--- config.mk ---
export PLATFORM = sky130hd
export DESIGN_NAME = fnd_value_gen
export DESIGN_NICKNAME = d
export VERILOG_FILES = /design/src/rtl/fnd_pkg.sv /design/src/rtl/bcd_dd_step.sv /design/src/rtl/fnd_value_gen.sv
export SDC_FILE = /design/constraint.sdc
export NUM_CORES = 1
export LEC_CHECK = 0
export CORE_MARGIN = 10
export CORE_UTILIZATION = 56
export CTS_CLUSTER_SIZE = 28
export DETAILED_ROUTE_END_ITERATION = 6
export PLACE_DENSITY = 0.79
export SYNTH_ARGS = -nofsm -noshare
export SYNTH_HDL_FRONTEND = slang
export SYNTH_SLANG_ARGS = --single-unit
export TNS_END_PERCENT = 50
--- constraint.sdc ---
create_clock -name i_clk -period 4.55 [get_ports i_clk]
set_input_delay 0.6825 -clock i_clk [delete_from_list [all_inputs] [get_ports i_clk]]
set_output_delay 0.6825 -clock i_clk [all_outputs]
set_load 0.05 [all_outputs]
--- src/rtl/fnd_pkg.sv ---
// Shared types, constants and helpers for the FND value generator.
package fnd_pkg;

    // Code sent to the scan driver for a suppressed leading digit.
    localparam logic [3:0] BLANK_CODE = 4'hF;

    typedef enum logic [1:0] {
        IDLE,
        SHIFT,
        COMMIT
    } state_t;

    // Largest value representable in the given number of decimal digits.
    function automatic longint max_dec(input int digits);
        longint r;
        r = 1;
        for (int i = 0; i < digits; i++) begin
            r = r * 10;
        end
        return r - 1;
    endfunction

    // Pass a digit through, or replace it with the blank code.
    function automatic logic [3:0] blank_digit(input logic [3:0] d, input logic keep);
        return keep ? d : BLANK_CODE;
    endfunction

endpackage

--- src/rtl/bcd_dd_step.sv ---
// One double-dabble iteration: add 3 to every nibble >= 5, then shift the
// next binary bit into the ones digit.
module bcd_dd_step #(
    parameter int DIGITS = 4
) (
    input  logic [4*DIGITS-1:0] bcd_in,
    input  logic                bin_msb,
    output logic [4*DIGITS-1:0] bcd_out,
    output logic                carry_out
);

    logic [4*DIGITS-1:0] adj;

    // Per-nibble correction so each digit carries correctly after doubling.
    always_comb begin
        adj = bcd_in;
        for (int i = 0; i < DIGITS; i++) begin
            if (bcd_in[4*i +: 4] >= 4'd5) begin
                adj[4*i +: 4] = bcd_in[4*i +: 4] + 4'd3;
            end
        end
    end

    assign bcd_out   = {adj[4*DIGITS-2:0], bin_msb};
    // Bit pushed out of the top digit: the value no longer fits in DIGITS.
    assign carry_out = adj[4*DIGITS-1];

endmodule

--- src/rtl/fnd_value_gen.sv ---
// Converts fan state or run-timer seconds into blanked, saturated packed BCD
// for the FND multiplexer; reconverts only when the selected source changes.
module fnd_value_gen
    import fnd_pkg::*;
#(
    parameter int STATE_W  = 3,
    parameter int VAL_W    = 14,
    parameter int DIGITS   = 4,
    parameter int BLANK_EN = 1
) (
    input  logic                i_clk,
    input  logic                i_reset,
    input  logic                i_mode,
    input  logic [STATE_W-1:0]  i_fanState,
    input  logic [VAL_W-1:0]    i_timer,
    output logic [4*DIGITS-1:0] o_digits,
    output logic                o_valid,
    output logic                o_ovf,
    output logic                o_busy
);

    localparam int               CNT_W   = $clog2(VAL_W + 1);
    localparam logic [VAL_W-1:0] MAX_VAL = VAL_W'(max_dec(DIGITS));

    state_t              state, state_nxt;
    logic [VAL_W-1:0]    sel;
    logic [VAL_W:0]      snapshot;
    logic                force_flag;
    logic                start;

    logic [VAL_W-1:0]    shift_reg;
    logic [4*DIGITS-1:0] bcd_reg, bcd_step;
    logic                bcd_carry, bcd_lost;
    logic [CNT_W-1:0]    cnt;

    logic                ovf_c;
    logic [4*DIGITS-1:0] commit_digits;
    logic                lead;

    assign sel    = i_mode ? i_timer : VAL_W'(i_fanState);
    // Mode is part of the snapshot so a mode switch with an equal value still converts.
    assign start  = force_flag || ({i_mode, sel} != snapshot);
    assign o_busy = (state != IDLE);

    bcd_dd_step #(
        .DIGITS (DIGITS)
    ) u_step (
        .bcd_in    (bcd_reg),
        .bin_msb   (shift_reg[VAL_W-1]),
        .bcd_out   (bcd_step),
        .carry_out (bcd_carry)
    );

    // Sequencing: capture in IDLE, VAL_W shift edges, one commit edge.
    always_comb begin
        state_nxt = state;
        case (state)
            IDLE:    if (start) state_nxt = SHIFT;
            SHIFT:   if (cnt == CNT_W'(1)) state_nxt = COMMIT;
            COMMIT:  state_nxt = IDLE;
            default: state_nxt = IDLE;
        endcase
    end

    // State register.
    always_ff @(posedge i_clk) begin
        if (i_reset) state <= IDLE;
        else         state <= state_nxt;
    end

    // Saturation and leading-zero blanking of the finished conversion.
    always_comb begin
        ovf_c         = (snapshot[VAL_W-1:0] > MAX_VAL) || bcd_lost;
        commit_digits = bcd_reg;
        lead          = 1'b1;
        for (int i = DIGITS - 1; i >= 1; i--) begin
            if (bcd_reg[4*i +: 4] != 4'd0) lead = 1'b0;
            commit_digits[4*i +: 4] = blank_digit(bcd_reg[4*i +: 4], !lead || (BLANK_EN == 0));
        end
        if (ovf_c) commit_digits = {DIGITS{4'h9}};
    end

    // Snapshot, forced-conversion flag and registered outputs.
    always_ff @(posedge i_clk) begin
        if (i_reset) begin
            snapshot   <= '0;
            force_flag <= 1'b1;
            o_digits   <= '0;
            o_ovf      <= 1'b0;
            o_valid    <= 1'b0;
        end else begin
            o_valid <= 1'b0;
            if (state == IDLE && start) begin
                snapshot   <= {i_mode, sel};
                force_flag <= 1'b0;
            end
            if (state == COMMIT) begin
                o_digits <= commit_digits;
                o_ovf    <= ovf_c;
                o_valid  <= 1'b1;
            end
        end
    end

    // Conversion datapath; reloaded at every capture so it needs no reset.
    always_ff @(posedge i_clk) begin
        case (state)
            IDLE: begin
                if (start) begin
                    shift_reg <= sel;
                    bcd_reg   <= '0;
                    cnt       <= CNT_W'(VAL_W);
                    bcd_lost  <= 1'b0;
                end
            end
            SHIFT: begin
                shift_reg <= shift_reg << 1;
                bcd_reg   <= bcd_step;
                cnt       <= cnt - 1'b1;
                bcd_lost  <= bcd_lost | bcd_carry;
            end
            default: ;
        endcase
    end

endmodule

==> results of run 1 <==
metrics by stage:
stage	cell area (um2)	setup slack, ps	util, %	hold slack, ps
CTS	4180	926	69.8	455
finish	4180	899	69.8	457
floorplan	3500	905	-	427
detailed placement	3940	561	65.7	444
global route	4180	636	69.8	469
global placement	3940	628	65.7	441
cell families after synthesis:
group	after synthesis	synth area share (%)
compound gates	90	16.4
xor+xnor	14	3.50
fa+ha+maj	12	4.28
buf+inv	34	3.93
flops	71	50.6
mux	3	0.857
simple gates	150	20.5
layer usage:
metal | share of wire (%) | up-vias | GRT usage (%)
met3 | 5.1 | 10 | 4.84
met4 | 1.5 | 0 | 6.84
li1 | - | 1397 | -
met2 | 50 | 64 | 25.6
met5 | 0 | - | 0
met1 | 43 | 1315 | 19.4
placed cells by master, fill, tap and decap left out, types with 4 or more instances in the layout:
master           Yosys  layout
o211ai_1             6       6
dfxtp_1             36      36
clkbuf_8             0      10
edfxtp_1            35      35
a311oi_1             4       4
nand2_1             44      44
nor2b_1             21      21
a21oi_1             28      28
buf_4                0       6
o21ai_0             28      28
xnor2_1              7       7
nor4_1               8       8
nor3_1              15      15
clkdlybuf4s50_1      0      38
nand2b_1             9       9
xor2_1               7       7
inv_1               12      12
o41ai_1             11      11
nand3_1              4       4
nor2_1              39      38
ha_1                12      12
worst max-delay path, cell delays in order:
cell,delay (ps)
clkdlybuf4s50_1,990
nand2_1,200
a222oi_1,390
o2111ai_1,220
or4_1,600
nor2_1,220
nor2_2,130
buf_4,280
power groups by stage:
stage                     sequential (mW)  clock [mW]  combinational [mW]
after floorplan                     0.721           0              0.0745
after global placement              0.724           0               0.109
after detailed placement            0.725           0               0.112
after CTS                           0.711       0.624               0.113
after global routing                0.714       0.656               0.124
final                               0.711       0.622               0.112
layout make-up:
type                            count  area (um2)
Sequential cell                    71        1770
Timing Repair Buffer               44         425
Tap cell                           75        93.8
Clock inverter                      6         108
Multi-Input combinational cell    269        1600
Inverter                           13        48.8
Fill cell                         475        1810
Clock buffer                       10         138
worst max path at each step:
stage / slack [ps] / startpoint / endpoint / depth (start not counted)
final: 900 / i_mode / bcd_reg[2] / 8
after global placement: 630 / i_mode / shift_reg[6] / 8
after floorplan: 900 / i_mode / bcd_lost / 8
after CTS: 930 / i_mode / bcd_reg[2] / 8
after global routing: 640 / i_mode / bcd_reg[2] / 8
after detailed placement: 560 / i_mode / shift_reg[6] / 8
==> qor.csv, run 1 <==
metric,value,unit
status,"complete, no violations",
cts_tree,done,
grt_start_max_net_pins,36,
combPwrFrac,7.8,%
hold_depth,2,
grt.overflow.total,0,
slew_headroom,38.7,%
clk_path_buf_depth,2,
n_antenna_cell,0,
synth_ff_type,dfxtp_1,
yosysMostFrequentCell,nand2_1,
drive_gt1_share,6.54,%
drt-total-wl,7830,um
worst-endpoint-arrival,3720,ps
stdcell_count,488,
timing.rr.end,bcd_reg[2],
ys_warn_count,0,
fmax,0.274,GHz
cts-root-buf,clkbuf_8,
syn-cell-area,3500,um2
r2r_slack,1840,ps
start_util,58.5,%
htree_num_levels,3,
hold_path_class,flip-flop to flip-flop,
hold_end,o_digits[10],
power_density,345,nW/um2
drcViolationCount,0,
switching_power,0.323,mW
ir_drop,0.000205,V
yosysTopAreaCell,edfxtp_1,
yosysTopAreaCellShare,30.0,%
syn_inst,374,
fp.dieW,99.1,um
viasPerCell,5.71,
clkLatencyLatePin,350,ps
cts_resized,0,
rows,28,
grt_setup_unrepaired,false,
synth_cell_types,43,
p_clk_share,43.0,%
yosys-top-cells-area,"edfxtp_1, dfxtp_1, nand2_1",
reg2reg_from,snapshot[13],
cap_violations,0,
finalSetupTns,0,ps
die_area,9820,um2
synth-seq-area-share,50.6,%
p_leak,1.56,nW
ant_nets,0,
gp_congestion,0.880,
critPathRequiredTime,4620,ps
wl_per_cell,16.1,um
min_from,o_digits[10],
drt_pass1_iterations,4,
intPower,1.12,mW
drt_iter0_markers,211,
seq_power_share,49.2,%
async_reset_ff_share,0,%
antenna_found_initial,0,
slew_violations,0,
vias,2786,
syn_nets,406,
clk_pin_slew,80,ps
sw_frac_of_total,22.4,%
finalCritPeriodShare,80.2,%
cts-buffers-inserted,9,
track_usage,15.9,%
worstPathMaxFanout,28,
tightest_slew,920,ps
postCtsSetupBuffers,0,
hold_viol_final,0,
place.port_buffers,38,
core_area,5990,um2
pin_count,39,
synthTopCellsByCount,"nand2_1, nor2_1, dfxtp_1",
finalNetCount,440,
cts_sinks,71,
fin_skew,9.85,ps
critPathCaptureType,flip-flop,
placedCellCount,472,
hpwl,5440,um
setup_viol,0,
grt_pass1_vias,2731,
syn_to_final_growth,19.4,%
cp-start-kind,input port,
avgSynthCellArea,9.37,um2
worstSetupPathType,input port to flip-flop,
cts.hold.buffers_added,0,
die_h,99.1,um
ys_ff_latch,71,
grt_pass1_wl,12900,um
fin_crit,3650,ps
finalPower,1.45,mW
r2r_cells,7,
synth_edf_count,35,
Note: power is estimated with default switching activity, not from simulation.
==> run 2: changes to the inputs <==
- CORE_UTILIZATION: 56 -> 51
- PLACE_DENSITY: 0.79 -> 0.76
- clock period: 4.55 -> 3.1 ns (I/O delays scaled with it)
==> qor.csv, run 2 (same netlist as run 1, synthesis figures left out) <==
metric,value,unit
cts_tree,done,
n_antenna_cell,0,
cts-root-buf,clkbuf_8,
cts_sinks,71,
hpwl,5310,um
p_clk_share,37.8,%
cp-start-kind,input port,
antenna_found_initial,0,
slew_headroom,39.5,%
finalCritPeriodShare,88.9,%
fmax,0.363,GHz
sw_frac_of_total,23.9,%
rows,30,
cpMaxStageDelayCell,a2111oi_0,
grt_setup_unrepaired,false,
viasPerCell,5.66,
clk_pin_slew,70,ps
switching_power,0.468,mW
fin_skew,7.88,ps
drcViolationCount,0,
critPathCaptureType,flip-flop,
busiest_layer,met2,
reg2reg_from,snapshot[13],
die_h,103,um
setup_viol,0,
place.port_buffers,38,
worstPathMaxFanout,28,
status,"complete, no violations",
core_area,6720,um2
clkLatencyLatePin,350,ps
layout_common_cells,"nand2_1, nor2_1, clkdlybuf4s50_1, dfxtp_1, edfxtp_1",
hold_path_class,flip-flop to flip-flop,
drt_iter0_markers,180,
cpLargestDelayFamily,compound AO/OA/AOI/OAI gates,
wl_per_cell,15.2,um
fin_crit,2760,ps
grt_use_met1,18.2,%
fp.dieW,103,um
vias,2817,
combPwrFrac,8.8,%
grt_pass1_wl,12500,um
r2r_slack,520,ps
cts.hold.buffers_added,0,
worstSetupPathType,input port to flip-flop,
placedCellCount,482,
start_util,52.2,%
postCtsSetupBuffers,0,
htree_num_levels,3,
grt.overflow.total,0,
drt-total-wl,7550,um
track_usage,15.0,%
critPathRequiredTime,3210,ps
slew_violations,0,
gp_congestion,0.910,
clk_path_buf_depth,2,
n_fill_cell,557,
use_met3,3.82,%
grt_start_max_net_pins,48,
cap_violations,0,
pin_count,39,
intPower,1.49,mW
p_leak,1.57,nW
r2r_cells,7,
ir_drop,0.000202,V
ant_nets,0,
stdcell_count,498,
final_common_cell,nand2_1,
cts-buffers-inserted,9,
worstPathCellList,clkdlybuf4s50_1 -> inv_1 -> a2111oi_0 -> o2111ai_1 -> or4_1 -> nor2_1 -> nor2_2 -> buf_12,
min_from,o_digits[13],
hold_depth,2,
use_met2,24.7,%
die_area,10600,um2
fin_hold_ws,452,ps
grt_pass1_vias,2705,
post-route-util,62.6,%
timing.rr.end,shift_reg[8],
cts_resized,0,
drive_gt1_share,7.66,%
drt_pass1_iterations,5,
hold_end,o_digits[13],
syn_to_final_growth,20.0,%
finalNetCount,445,
seq_power_share,53.4,%
worst-endpoint-arrival,2860,ps
hold_viol_final,0,
max_stage_delay,550,ps
power_density,465,nW/um2
tightest_slew,907,ps
crit_buf_inv,3,
-- run 2: metrics by stage --
stage               TNS [ps]  total power [mW]  worst slack [ps]  cell area (um2)
finish                     0              1.95               344             4200
CTS                        0              1.97               348             4200
detailed placement      -274              1.24             -11.5             4010
floorplan                  0              1.17               254             3510
global placement           0              1.23              96.3             4010
global route               0              2.04               159             4200
-- run 2: cell type report --
type / instances / area [um2] / area share, %
Clock buffer: 10 / 138 / 3.27
Clock inverter: 6 / 60.1 / 1.43
Inverter: 13 / 48.8 / 1.16
Multi-Input combinational cell: 269 / 1600 / 38.0
Sequential cell: 71 / 1770 / 42.1
Tap cell: 80 / 100 / 2.38
Timing Repair Buffer: 49 / 488 / 11.6
-- run 2: worst max-delay path by stage --
stage                      from  cells past startpoint      endpoint  slack [ps]
CTS                      i_mode                      9  shift_reg[3]         350
global placement         i_mode                      9  shift_reg[8]         100
floorplan                i_mode                      8      bcd_lost         250
finish              i_timer[11]                      8  shift_reg[8]         340
global route             i_mode                      9  shift_reg[3]         160
detailed placement       i_mode                      9  shift_reg[8]         -10
-- run 2: worst min-delay path, stage by stage, from the launching register on --
cell,delay (ps)
dfxtp_1,310
nand2_1,50
a21oi_1,50
-- run 2: power groups by stage --
| stage | logic (mW) | registers (mW) | clock network [mW] |
|---|---|---|---|
| after floorplan | 0.109 | 1.06 | 0 |
| after global placement | 0.167 | 1.06 | 0 |
| final | 0.172 | 1.04 | 0.739 |
| after CTS | 0.172 | 1.04 | 0.752 |
| after detailed placement | 0.172 | 1.06 | 0 |
| after global routing | 0.191 | 1.05 | 0.799 |
-- run 2: per-layer routing --
layer  part of all wire, %  up-vias
met5                     0        -
met4                   1.8        0
met3                   5.0       15
met2                    48       67
met1                    45     1324
li1                      -     1411
==> RTL change, RTL diff (flow settings as in run 2) <==
Set the parameter `BLANK_EN` to 0 (it was 1).
--- a/src/rtl/fnd_value_gen.sv
+++ b/src/rtl/fnd_value_gen.sv
@@ -8,3 +8,3 @@
     parameter int DIGITS   = 4,
-    parameter int BLANK_EN = 1
+    parameter int BLANK_EN = 0
 ) (
Function: same outputs for any inputs over 10 cycles, from zero or initial values and one cycle with i_reset high; that may be too few to reach the edited logic, so the function may still have changed.
==> RTL change against run 2 <==
- final area shrank 5.6%
- total power grew 10%
- utilization grew 0.27 points
- routed wire length shrank 6.6%
- sequential cell count is the same
- synthesized area shrank 6.2%
- global-route usage shrank 0.49 points
- setup slack gained 0.34 ns
- sequential share of layout area grew 2.5 points
- largest cell class unchanged
- largest power group unchanged
==> RTL change: results (changes against run 2) <==
* Status: completed
* Detail Placement HPWL at 5.14 mm (-3.2%)
* Starting DRT DRC Count at 131 (-27%)
* Initial DRT Pass Iterations at 4 (-1)
* Fraction of layout cells with a size suffix above 1 at 7.77% (+0.12 points)
* NumNets Final at 398 (-11%)
* Post-synthesis adder-cell area fraction at 3.81% (-0.48 points)
* Synth area leaders: sky130_fd_sc_hd__edfxtp_1, sky130_fd_sc_hd__dfxtp_1, sky130_fd_sc_hd__nor2_1
* Pin count of the biggest net entering global routing at 24 (-50%)
* DRT met1 WL at 3.06 mm (-9.8%)
* Slowest Stage Delay on Critical Path at 0.60 ns (+0.05 ns)
* Fraction of met3 tracks used by global routing at 5.56% (+1.7 points)
* Cell-internal power at 1.59 mW (+6.9%)
* CP max FO at 15 (-46%)
* Dpl ws at 0.310 ns (+0.321 ns)
* Fill cell count at 541 (-2.9%)
* Worst IR Drop VDD at 0.000375 V (+86%)
* Most frequent cells after synthesis: sky130_fd_sc_hd__nor2_1, sky130_fd_sc_hd__dfxtp_1, sky130_fd_sc_hd__edfxtp_1, sky130_fd_sc_hd__nand2_1, sky130_fd_sc_hd__inv_1
* Met3 wire length at 512 microns (+36%)
* Critical path data arrival time at 2.71 ns (-0.15 ns)
* Weighted congestion reported at the end of routability-driven placement at 0.893 (-1.9%)
* Wire length of the first global-routing pass at 11.8 mm (-5.5%)
* Synth Area in XOR/XNOR at 4.00% (+0.50 points)
* Vias in the first global route at 2453 (-9.3%)
* Startpoint of the worst-slack reg-to-reg timing path: snapshot[2]
* Mux contribution to synthesized area at 1.03% (+0.17 points)
* Master of the slowest instance on the critical path: sky130_fd_sc_hd__clkdlybuf4s50_1
==> RTL change: area by class of cell <==
cell class / instances / area (sq um) / area share, %
Sequential cell: 71 / 1770 / 44.7
Multi-Input combinational cell: 222 / 1370 / 34.6
Clock buffer: 10 / 149 / 3.75
Clock inverter: 6 / 71.3 / 1.80
Inverter: 18 / 67.6 / 1.70
Tap cell: 77 / 96.3 / 2.43
Timing Repair Buffer: 46 / 440 / 11.1
==> RTL change: logic make-up after synthesis <==
logic type | after synthesis
adder cells (fa/ha/maj) | 10
flip-flops | 71
AO/OA/AOI/OAI | 68
buffers and inverters | 33
multiplexers | 3
AND/OR/NAND/NOR | 126
XOR/XNOR | 15
==> RTL change: how the worst max path moves through the flow <==
stage                      start  cells after the start            to
final                     i_mode                      7   snapshot[6]
after global routing      i_mode                      7   snapshot[7]
after CTS                 i_mode                      7   snapshot[6]
after detailed placement  i_mode                      7   snapshot[6]
after global placement    i_mode                      7  snapshot[12]
after floorplan           i_mode                      7      bcd_lost
==> RTL change: metrics by stage <==
stage / hold WS (ns) / power (mW) / cells
after global routing: 0.496 / 2.26 / 450
after floorplan: 0.427 / 1.28 / 326
after CTS: 0.484 / 2.18 / 450
final: 0.484 / 2.16 / 450
after global placement: 0.464 / 1.36 / 434
after detailed placement: 0.460 / 1.37 / 434
==> RTL change: power groups by stage <==
| stage | Sequential, mW | Combinational, mW | Clock, mW |
|---|---|---|---|
| 3_5_place_dp | 1.12 | 0.250 | 0 |
| 2_1_floorplan | 1.10 | 0.175 | 0 |
| 6_report | 1.09 | 0.248 | 0.817 |
| 4_1_cts | 1.09 | 0.251 | 0.833 |
| 5_1_grt | 1.11 | 0.279 | 0.874 |
| 3_3_place_gp | 1.11 | 0.242 | 0 |
